==> config.mk <==
export PLATFORM = sky130hd
export DESIGN_NAME = decision_engine
export DESIGN_NICKNAME = d
export VERILOG_FILES = /design/src/rtl/decision_pkg.sv /design/src/rtl/activity_bank.sv /design/src/rtl/decision_engine.sv
export SDC_FILE = /design/constraint.sdc
export NUM_CORES = 1
export LEC_CHECK = 0
export ABC_AREA = 0
export CAP_MARGIN = 40
export CORE_AREA = 2 2 158 160
export DETAILED_ROUTE_END_ITERATION = 8
export DIE_AREA = 0 0 160 162
export HOLD_SLACK_MARGIN = 0.1
export PLACE_DENSITY = 0.81
export SYNTH_ARGS = -nofsm -noshare
export SYNTH_HDL_FRONTEND = slang
export SYNTH_SLANG_ARGS = --single-unit
==> constraint.sdc <==
create_clock -name clk -period 8.65 [get_ports clk]
set_input_delay 1.73 -clock clk [delete_from_list [all_inputs] [get_ports clk]]
set_output_delay 1.73 -clock clk [all_outputs]
set_load 0.02 [all_outputs]
==> src/rtl/decision_pkg.sv <==
// decision_pkg: shared FSM and selection-mode encodings for the decision engine
package decision_pkg;

    typedef enum logic [1:0] {
        IDLE = 2'd0,
        SCAN = 2'd1,
        DONE = 2'd2
    } state_e;

    typedef enum logic {
        MODE_FIRST_FREE = 1'b0,
        MODE_MAX_ACT    = 1'b1
    } mode_e;

endpackage

==> src/rtl/activity_bank.sv <==
// activity_bank: per-variable activity counters with saturating bump, rescale and decay
module activity_bank
    import decision_pkg::*;
#(
    parameter int NUM_VARS  = 16,
    parameter int ACT_WIDTH = 8,
    parameter int LANES     = 4,
    localparam int VAR_W    = $clog2(NUM_VARS + 1),
    localparam int S        = NUM_VARS / LANES,
    localparam int CI       = S > 1 ? $clog2(S) : 1
) (
    input  logic                            clk,
    input  logic                            rst_n,
    input  logic                            bump_valid,
    input  logic [VAR_W-1:0]                bump_var,
    input  logic                            decay,
    input  logic [CI-1:0]                   chunk,
    output logic [LANES-1:0][ACT_WIDTH-1:0] lane_act
);

    logic [S-1:0][LANES-1:0][ACT_WIDTH-1:0] act_q, act_d;
    logic                                   sat;

    assign lane_act = act_q[chunk];

    // Halve everything on decay or on a bump of a saturated counter (never twice), then apply the bump
    always_comb begin
        sat = 1'b0;
        for (int c = 0; c < S; c++)
            for (int l = 0; l < LANES; l++)
                sat = sat | (bump_valid && bump_var == VAR_W'(c * LANES + l + 1) && act_q[c][l] == '1);
        for (int c = 0; c < S; c++)
            for (int l = 0; l < LANES; l++) begin
                act_d[c][l] = (decay || sat) ? act_q[c][l] >> 1 : act_q[c][l];
                if (bump_valid && bump_var == VAR_W'(c * LANES + l + 1) && act_d[c][l] != '1)
                    act_d[c][l] = act_d[c][l] + 1'b1;
            end
    end

    // Counter storage
    always_ff @(posedge clk) begin
        if (!rst_n)
            act_q <= '0;
        else
            act_q <= act_d;
    end

endmodule

==> src/rtl/decision_engine.sv <==
// decision_engine: scanning branching-variable selector with activity and saved-phase tracking
module decision_engine
    import decision_pkg::*;
#(
    parameter int NUM_VARS  = 16,
    parameter int ACT_WIDTH = 8,
    parameter int LANES     = 4,
    localparam int VAR_W    = $clog2(NUM_VARS + 1)
) (
    input  logic               clk,
    input  logic               rst_n,
    input  logic               mode,
    input  logic [NUM_VARS:1]  assigned,
    input  logic               req_valid,
    output logic               req_ready,
    output logic               dec_valid,
    input  logic               dec_ready,
    output logic [VAR_W-1:0]   dec_var,
    output logic               dec_pol,
    output logic               dec_none,
    input  logic               bump_valid,
    input  logic [VAR_W-1:0]   bump_var,
    input  logic               decay,
    input  logic               phase_valid,
    input  logic [VAR_W-1:0]   phase_var,
    input  logic               phase_val
);

    localparam int S  = NUM_VARS / LANES;
    localparam int CI = S > 1 ? $clog2(S) : 1;
    localparam int CW = $clog2(S + 1);

    state_e                          state_q, state_d;
    mode_e                           mode_q, mode_d;
    logic [CW-1:0]                   chunk_q, chunk_d;
    logic [VAR_W-1:0]                best_var_q, best_var_d, lw_var_q, lw_var_d, win_var;
    logic [ACT_WIDTH-1:0]            best_act_q, best_act_d, lw_act_q, lw_act_d, win_act;
    logic                            pol_q, pol_d;
    logic [NUM_VARS:1]               phase_q, phase_d;
    logic [NUM_VARS:0]               phase_ext;
    logic [S-1:0][LANES-1:0]         asg_c;
    logic [LANES-1:0][ACT_WIDTH-1:0] lane_act;
    logic [CI-1:0]                   ci;

    assign asg_c     = assigned;
    assign ci        = chunk_q[CI-1:0];
    assign phase_ext = {phase_q, 1'b0};

    assign req_ready = state_q == IDLE;
    assign dec_valid = state_q == DONE;
    assign dec_var   = dec_valid ? best_var_q : '0;
    assign dec_none  = dec_valid && best_var_q == '0;
    assign dec_pol   = dec_valid && pol_q;

    activity_bank #(
        .NUM_VARS (NUM_VARS),
        .ACT_WIDTH(ACT_WIDTH),
        .LANES    (LANES)
    ) u_act (
        .clk       (clk),
        .rst_n     (rst_n),
        .bump_valid(bump_valid),
        .bump_var  (bump_var),
        .decay     (decay),
        .chunk     (ci),
        .lane_act  (lane_act)
    );

    // Lane winner of the current chunk; ascending lane order gives ties to the lower index
    always_comb begin
        win_var = '0;
        win_act = '0;
        for (int l = 0; l < LANES; l++)
            if (!asg_c[ci][l] && (win_var == '0 || (mode_q == MODE_MAX_ACT && lane_act[l] > win_act))) begin
                win_var = VAR_W'(int'(ci) * LANES + l + 1);
                win_act = lane_act[l];
            end
    end

    // FSM: lane winner is registered one cycle, then merged into the best candidate
    always_comb begin
        state_d    = state_q;
        mode_d     = mode_q;
        chunk_d    = chunk_q;
        best_var_d = best_var_q;
        best_act_d = best_act_q;
        lw_var_d   = lw_var_q;
        lw_act_d   = lw_act_q;
        pol_d      = pol_q;
        case (state_q)
            IDLE: if (req_valid) begin
                state_d    = SCAN;
                mode_d     = mode_e'(mode);
                chunk_d    = '0;
                best_var_d = '0;
                best_act_d = '0;
                lw_var_d   = '0;
                lw_act_d   = '0;
            end
            SCAN: begin
                if (lw_var_q != '0 && (best_var_q == '0 || (mode_q == MODE_MAX_ACT && lw_act_q > best_act_q))) begin
                    best_var_d = lw_var_q;
                    best_act_d = lw_act_q;
                end
                lw_var_d = win_var;
                lw_act_d = win_act;
                chunk_d  = chunk_q + 1'b1;
                if (chunk_q == CW'(S)) begin
                    state_d = DONE;
                    pol_d   = phase_ext[best_var_d];
                end
            end
            DONE: if (dec_ready) state_d = IDLE;
            default: state_d = IDLE;
        endcase
    end

    // Saved-phase writes; out-of-range indices match nothing
    always_comb begin
        phase_d = phase_q;
        for (int v = 1; v <= NUM_VARS; v++)
            if (phase_valid && phase_var == VAR_W'(v))
                phase_d[v] = phase_val;
    end

    // State registers
    always_ff @(posedge clk) begin
        if (!rst_n) begin
            state_q    <= IDLE;
            mode_q     <= MODE_FIRST_FREE;
            chunk_q    <= '0;
            best_var_q <= '0;
            best_act_q <= '0;
            lw_var_q   <= '0;
            lw_act_q   <= '0;
            pol_q      <= 1'b0;
            phase_q    <= '0;
        end else begin
            state_q    <= state_d;
            mode_q     <= mode_d;
            chunk_q    <= chunk_d;
            best_var_q <= best_var_d;
            best_act_q <= best_act_d;
            lw_var_q   <= lw_var_d;
            lw_act_q   <= lw_act_d;
            pol_q      <= pol_d;
            phase_q    <= phase_d;
        end
    end

endmodule

## Word-level counts from Yosys, hierarchy flattened

Cells that the tools add are included.

| storage, ports and cells | value |
|---|---|
| bits in registers | 177 |
| input bits | 35 |
| output and inout port bits | 9 |
| word-level logic and storage cells | 311 |

| operators by class | value |
|---|---|
| add/subtract/negate cells | 23 |
| $lt $le $gt $ge | 6 |
| eq/ne operators | 71 |
| mux-type cells | 62 |
| bitwise gates (word level) | 15 |
| reduce and logical (&&, ||, !) cells | 94 |

Operator list:

| operator | number |
|---|---|
| 2-to-1 mux 8 bit | 38 |
| adder 8 x 1 -> 8 bit, second input constant | 16 |
| equality test 8 bit, second input constant | 16 |
| inequality test 8 bit, second input constant | 16 |
| equality test 5 x 4 -> 1 bit, second input constant | 16 |
| logical AND 1 bit | 74 |
| binary-select mux 32 bit (select 2 bit) | 1 |
| equality test 5 x 3 -> 1 bit, second input constant | 8 |
| 2-to-1 mux 5 bit | 8 |
| > comparator 8 bit | 4 |
| 2-to-1 mux 32 bit | 1 |
| one-hot mux 8 bit (2 select lines) | 2 |
| equality test 5 x 2 -> 1 bit, second input constant | 4 |
| logical NOT 5 bit | 4 |
| one-hot mux 5 bit (2 select lines) | 2 |
| adder 5 x 1 -> 5 bit, second input constant | 3 |
| OR 1 bit | 15 |
| adder 4 x 2 -> 5 bit, second input constant | 2 |
| equality test 5 x 1 -> 1 bit, second input constant | 2 |
| equality test 5 bit, second input constant | 2 |
| binary-select mux 4 bit (select 2 bit) | 1 |
| less-than comparator 5 x 6 -> 1 bit, second input constant | 1 |
| 2-to-1 mux 2 bit | 3 |
| inequality test 2 bit, second input constant | 3 |
| 20 further kinds | 29 |

## Logic depth before layout (Yosys ltp)

| depth | value |
|---|---|
| depth in word-level cells | 23 |
| mapped depth | 33 |
| gate-level depth less buffers | 30 |

## By module

Synthesis repeated with hierarchy kept, for this count alone.

| second synthesis, totals | value |
|---|---|
| cell total of the unflattened synthesis | 1649 |
| area total of the unflattened synthesis | 13030.0 sq um |

Modules (own cells, without submodules):

| module | times used | cells an instance | area an instance (sq um) | seq. area each (sq um) |
|---|---|---|---|---|
| activity_bank | 1 | 1197 | 9359.0 | 2562.5 |
| decision_engine | 1 | 452 | 3671.0 | 980.9 |

## Worst setup path before layout

OpenSTA, ideal clock, no wires.

| timing | value |
|---|---|
| path kind | input to register |
| from | input port assigned[13] in the netlist's numbering |
| to | register lw_act_q[0] |
| setup time | 0.058 ns |
| data arrival time | 7.493 ns |
| required time | 8.592 ns |
| setup slack | 1.099 ns |
| cell stages on the path | 30 |
| path buffers | 2 |
| path through | mux4_2 > nor2b_1 > inv_1 > ha_1 > nor2b_1 > o21a_1 > o21a_1 > o21a_1 > o21bai_1 > a221o_1 > clkbuf_1 > mux2i_1 > ha_1 > a21o_1 > a21o_1 > a21oi_1 > a21oi_1 > o21bai_1 > clkbuf_1 > nor2_1 > a21o_1 > ha_1 > o21a_1 > o21ai_0 > a21oi_1 > o221ai_1 > a21o_1 > nor3_1 > a22o_1 > a31o_2 |

| between the ends | value |
|---|---|
| longest elaborated chain between the ends | 19 |
| elaborated cells between the ends (all ways) | 25 |
| classes of those cells | order compare: 3; mux: 10; reduce/logical: 12 |

RTL lines:

| item | RTL line | source |
|---|---|---|
| start: declaration | decision_engine.sv:13 | `input logic [NUM_VARS:1] assigned,` |
| binary-select mux 4 bit (select 2 bit) * | decision_engine.sv:74 | `if (!asg_c[ci][l] && (win_var == '0 \|\| (mode_q == MODE_MAX_ACT && lane_act[l] > win_act))) begin` |
| 2-to-1 mux 4 bit * | -- |  |
| 2-to-1 mux 8 bit | decision_engine.sv:74 |  |
| > comparator 8 bit | decision_engine.sv:74 |  |
| logical AND 1 bit | decision_engine.sv:74 |  |
| logical OR 1 bit | decision_engine.sv:74 |  |
| logical AND 1 bit | decision_engine.sv:74 |  |
| 2-to-1 mux 8 bit | decision_engine.sv:74 |  |
| [... 3 more ...] | -- |  |
| logical AND 1 bit | decision_engine.sv:74 |  |
| 2-to-1 mux 8 bit | decision_engine.sv:74 |  |
| > comparator 8 bit | decision_engine.sv:74 |  |
| logical AND 1 bit | decision_engine.sv:74 |  |
| logical OR 1 bit | decision_engine.sv:74 |  |
| logical AND 1 bit | decision_engine.sv:74 |  |
| 2-to-1 mux 8 bit * | decision_engine.sv:74 |  |
| one-hot mux 8 bit (2 select lines) * | decision_engine.sv:90 | `case (state_q)` |
| end signal: assignment | decision_engine.sv:145 | `lw_act_q <= lw_act_d;` |
| end: declaration | decision_engine.sv:37 | `logic [ACT_WIDTH-1:0] best_act_q, best_act_d, lw_act_q, lw_act_d, win_act;` |

Mark *: on every way between the ends. The rest lies on a longest branch, timed or not. The select of a mux whose other input is x is not followed.
A chain may end at the register's enable or synchronous reset.

## Final worst setup path

Ends and elaborated chain as after synthesis.

==> summary.md <==
| Metric | Value |
|---|---|
| Final net count | `1705` |
| Clock transition time at the flip-flop clock pins of the worst setup and hold paths | `0.07 ns` |
| Clock buffer depth | `2` |
| Clock root buffer | `sky130_fd_sc_hd__clkbuf_16` |
| Cell with the biggest individual delay on the critical path | `sky130_fd_sc_hd__mux4_2` |
| Number of violations reported at the end of detailed-routing iteration 0 | `1129` |
| Class of the tightest hold or removal check | `reg2reg` |
| Result of the run | `completed` |
| Area of the die | `25900 um2` |
| Final Hold Slack | `0.457 ns` |
| Data arrival, critical path | `around 8.5 ns` |
| Synthesized cell area | `12700 um2` |
| Total wirelength of the detailed-routed design | `34500 um` |
| Yosys warnings | `0` |
| Area growth, synth to finish | `8.92%` |
| Initial Utilization | `52.7%` |
| Routed wire length per instance | `about 18 um` |
| Pin count of the biggest net entering global routing | `77` |
| Diodes inserted | `0` |
| Finished Core Util | `57.4%` |
| Clk_lat worst skew | `~0.45 ns` |
| Critical path's largest stage delay | `0.62 ns` |
| Global-route wire length before repair | `57400 um` |
| Startpoint of the most critical hold path | `phase_q[6]$_SDFFE_PN0P_` |
| Highest metal layer with signal wires | `met4` |
| Number of vias per cell | `roughly 6.4` |
| Start-to-end type of the worst setup path | `in2reg` |
| Mapped Nets | `1724` |
| Remaining global-route overflow | `0` |
| Synth cell types | `86` |
| Leak Pwr | `5.05 nW` |
| Post-synthesis instance total | `1639` |
| Routed via count | `12500` |
| CP Launch Type | `input port` |
| Portion of the clock cycle consumed by the worst path in the final layout | `94.4%` |
| Transition at the pin with the smallest max-transition slack | `0.789 ns` |
| Weighted congestion at the end of routability-driven global placement | `0.905` |
| Count of final hold-check violations | `0` |
| Reg2reg start | `chunk_q[0]$_SDFFE_PN0P_` |
| Vertical extent of the die | `between 150 and 200 um` |
| DRC violations left | `0` |
| Routed metal-1 wirelength | `14600 um` |
| Vias in the first global route | `between 10000 and 15000` |
| Worst Path Required | `8.99 ns` |
| DR WL met2 | `16200 um` |
| Min Tclk post-route | `8.17 ns` |
| Number of optimization iterations in the first detailed-route pass | `6` |
| Max Cap Viol | `0` |
| Clock tree from TritonCTS | `built` |
| Core outline area | `between 20000 and 25000 um2` |
| RSZ-0062 raised after global routing | `no` |
| Power density over cell area | `135 nW/um2` |
| Width of the die | `160 um` |
| Achievable frequency | `122 MHz` |
| Standard-cell rows | `57` |
| Total CTS buffers | `17` |
| Max_slew headroom | `46.7%` |
| IR Drop Worst-Case VDD | `0.141 mV` |
| Number of flip-flops and latches in the synthesized netlist | `177` |
| Average instance area after synthesis | `a little under 8 um2` |
| Combined global-route utilization of all metal layers | `26.7%` |
| Fraction of final layout cells sized beyond drive strength 1 | `7.10%` |
| Count of final setup violators | `0` |
| Max Clock Skew | `between 0.01 and 0.015 ns` |
| Fraction of synthesized cell area taken by the top area cell type | `between 20% and 30%` |
| Number of enable flip-flop cells after synthesis | `0` |
| Flip-flop cell with the highest count after synthesis | `sky130_fd_sc_hd__dfxtp_1` |
| Worst setup EP type | `register` |
| Depth of the worst register-to-register path | `30` |
| Post-synthesis sequential area ratio | `roughly 28%` |
| Share of synthesized registers carrying an async set or reset | `0%` |
| Length of routed met3 wiring | `2680 um` |
| Post-detailed-placement half-perimeter wirelength | `24100 um` |
| H-tree levels | `4` |
| Worst setup startpoint | `assigned[13]` |
| Count of antenna-violating nets left after detailed routing | `0` |
| Yosys top cell by area | `sky130_fd_sc_hd__dfxtp_1` |
| Number of cells on the worst hold path | `2` |
| Count of buffers inserted at the top-level ports | `43` |
| Post-CTS setup buffers | `0` |
| Max-slew violation total from the final report | `0` |
| Critical Path Fanout Max | `17` |
| Top cells by area in the synthesized netlist | `sky130_fd_sc_hd__dfxtp_1, sky130_fd_sc_hd__nand2_1, sky130_fd_sc_hd__mux4_2` |
| Number of I/O pins | `44` |
| Filler cell count | `2165` |
| Clock tree sinks | `about 180` |
| Antenna violations before repair | `0` |
## power breakdown
group / total, mW / internal (mW) / switching (mW) / leakage [nW]
Sequential: 0.848 / 0.825 / 0.0231 / 1.43
Clock: 0.801 / 0.434 / 0.367 / 0.286
Combinational: 0.213 / 0.0841 / 0.129 / 3.33
Total: 1.86 / 1.34 / 0.519 / 5.05
## synth_stat cells, types with 6 or more instances
master	count
sky130_fd_sc_hd__nand2_1	273
sky130_fd_sc_hd__dfxtp_1	177
sky130_fd_sc_hd__nor2_1	173
sky130_fd_sc_hd__a21oi_1	95
sky130_fd_sc_hd__nand3_1	87
sky130_fd_sc_hd__o21ai_0	74
sky130_fd_sc_hd__clkbuf_1	51
sky130_fd_sc_hd__ha_1	50
sky130_fd_sc_hd__mux2i_1	50
sky130_fd_sc_hd__inv_1	48
sky130_fd_sc_hd__mux4_2	36
sky130_fd_sc_hd__and3_1	33
sky130_fd_sc_hd__xor2_1	33
sky130_fd_sc_hd__and2_1	30
sky130_fd_sc_hd__nor3_1	30
sky130_fd_sc_hd__buf_2	29
sky130_fd_sc_hd__nand4_1	27
sky130_fd_sc_hd__a211oi_1	26
sky130_fd_sc_hd__a22oi_1	24
sky130_fd_sc_hd__nor2b_1	20
sky130_fd_sc_hd__a21o_1	18
sky130_fd_sc_hd__xnor2_1	18
sky130_fd_sc_hd__a311oi_1	16
sky130_fd_sc_hd__a221oi_1	13
sky130_fd_sc_hd__a31oi_1	12
sky130_fd_sc_hd__nand2b_1	12
sky130_fd_sc_hd__o211ai_1	11
sky130_fd_sc_hd__and4_1	10
sky130_fd_sc_hd__o21a_1	10
sky130_fd_sc_hd__buf_1	8
sky130_fd_sc_hd__nor3b_1	8
sky130_fd_sc_hd__o31ai_1	7
sky130_fd_sc_hd__a21boi_0	6
sky130_fd_sc_hd__a32oi_1	6
sky130_fd_sc_hd__buf_6	6
sky130_fd_sc_hd__o221ai_1	6
## critical path: cells and delay by family
kind | cells | cell delay (ns)
buffers and inverters | 4 | 0.98
adders and majority gates | 3 | 0.90
and+or+nand+nor | 5 | 0.53
muxes | 2 | 0.93
AOI/OAI and AO/OA | 17 | 3.39
## logic make-up (layout without fill, tap and decap cells)
logic type / Yosys count / after routing / share of synthesized area, %
AO/OA/AOI/OAI: 379 / 379 / 20.2
AND/OR/NAND/NOR: 746 / 746 / 27.7
XOR/XNOR: 51 / 51 / 3.52
flip-flops: 177 / 177 / 27.9
multiplexers: 91 / 91 / 10.8
buffers and inverters: 145 / 139 / 5.01
adder cells (fa/ha/maj): 50 / 50 / 4.93
## placed cells by master (no fill, tap or decap), types with 16 or more instances in the layout
master,count
sky130_fd_sc_hd__dfxtp_1,175
sky130_fd_sc_hd__and3_1,32
sky130_fd_sc_hd__a211oi_1,26
sky130_fd_sc_hd__nand3_1,87
sky130_fd_sc_hd__nand4_1,27
sky130_fd_sc_hd__mux2i_1,50
sky130_fd_sc_hd__xnor2_1,18
sky130_fd_sc_hd__clkbuf_16,17
sky130_fd_sc_hd__a21oi_1,95
sky130_fd_sc_hd__inv_1,47
sky130_fd_sc_hd__xor2_1,33
sky130_fd_sc_hd__nor3_1,30
sky130_fd_sc_hd__nor2b_1,20
sky130_fd_sc_hd__a22oi_1,24
sky130_fd_sc_hd__a311oi_1,16
sky130_fd_sc_hd__nor2_1,173
sky130_fd_sc_hd__mux4_2,36
sky130_fd_sc_hd__a21o_1,18
sky130_fd_sc_hd__nand2_1,273
sky130_fd_sc_hd__clkdlybuf4s50_1,43
sky130_fd_sc_hd__o21ai_0,74
sky130_fd_sc_hd__ha_1,50
sky130_fd_sc_hd__and2_1,30
## per-stage QoR
step | total power [mW] | TNS (ns) | instances | area [um2] | setup slack, ns
2_1_floorplan | 1.01 | 0 | 1639 | 12700 | 1.10
3_3_place_gp | 1.07 | 0 | 1922 | 13200 | 0.170
3_5_place_dp | 1.08 | -0.525 | 1924 | 13200 | -0.0891
4_1_cts | 1.87 | 0 | 1956 | 13800 | 0.317
5_1_grt | 1.92 | 0 | 1957 | 13800 | 0.0680
6_report | 1.86 | 0 | 1957 | 13800 | 0.484
## per-layer routing
layer	track usage, %	up-vias
met3	4.90	82
li1	-	5929
met1	34.1	5939
met4	10.4	0
met5	0	-
met2	45.0	513
## repair_timing
| action | CTS | global route |
|---|---|---|
| hold endpoints to repair | 0 | 0 |
| gates resized for setup | 0 | 1 |
| endpoints found under the setup margin | 0 | 1 |
| hold buffers | 0 | 0 |
## final timing paths
kind,to,slack (ns)
worst min-delay path,phase_q[6]$_SDFFE_PN0P_,0.46
worst max-delay path,lw_act_q[0]$_SDFFE_PN0P_,0.48
worst max register to register,lw_act_q[0]$_SDFFE_PN0P_,1.30
worst min register to register,phase_q[6]$_SDFFE_PN0P_,0.46
## state kept, by name, indices dropped and copies added, names as in the netlist, 2 cells and up
| signal | cells |
|---|---|
| u_act.act_q | 128 |
| phase_q | 16 |
| best_act_q | 8 |
| lw_act_q | 8 |
| best_var_q | 5 |
| lw_var_q | 5 |
| chunk_q | 3 |
| state_q | 2 |
## final cells by class
class | count | area (um2) | area share (%)
Tap cell | 324 | 405 | 2.93
Multi-Input combinational cell | 1317 | 8540 | 61.7
Inverter | 48 | 183 | 1.32
Timing Repair Buffer | 59 | 568 | 4.11
Sequential cell | 177 | 3550 | 25.6
Clock inverter | 15 | 173 | 1.25
Clock buffer | 17 | 425 | 3.07
No activity file was read; power rests on OpenSTA's default activity.
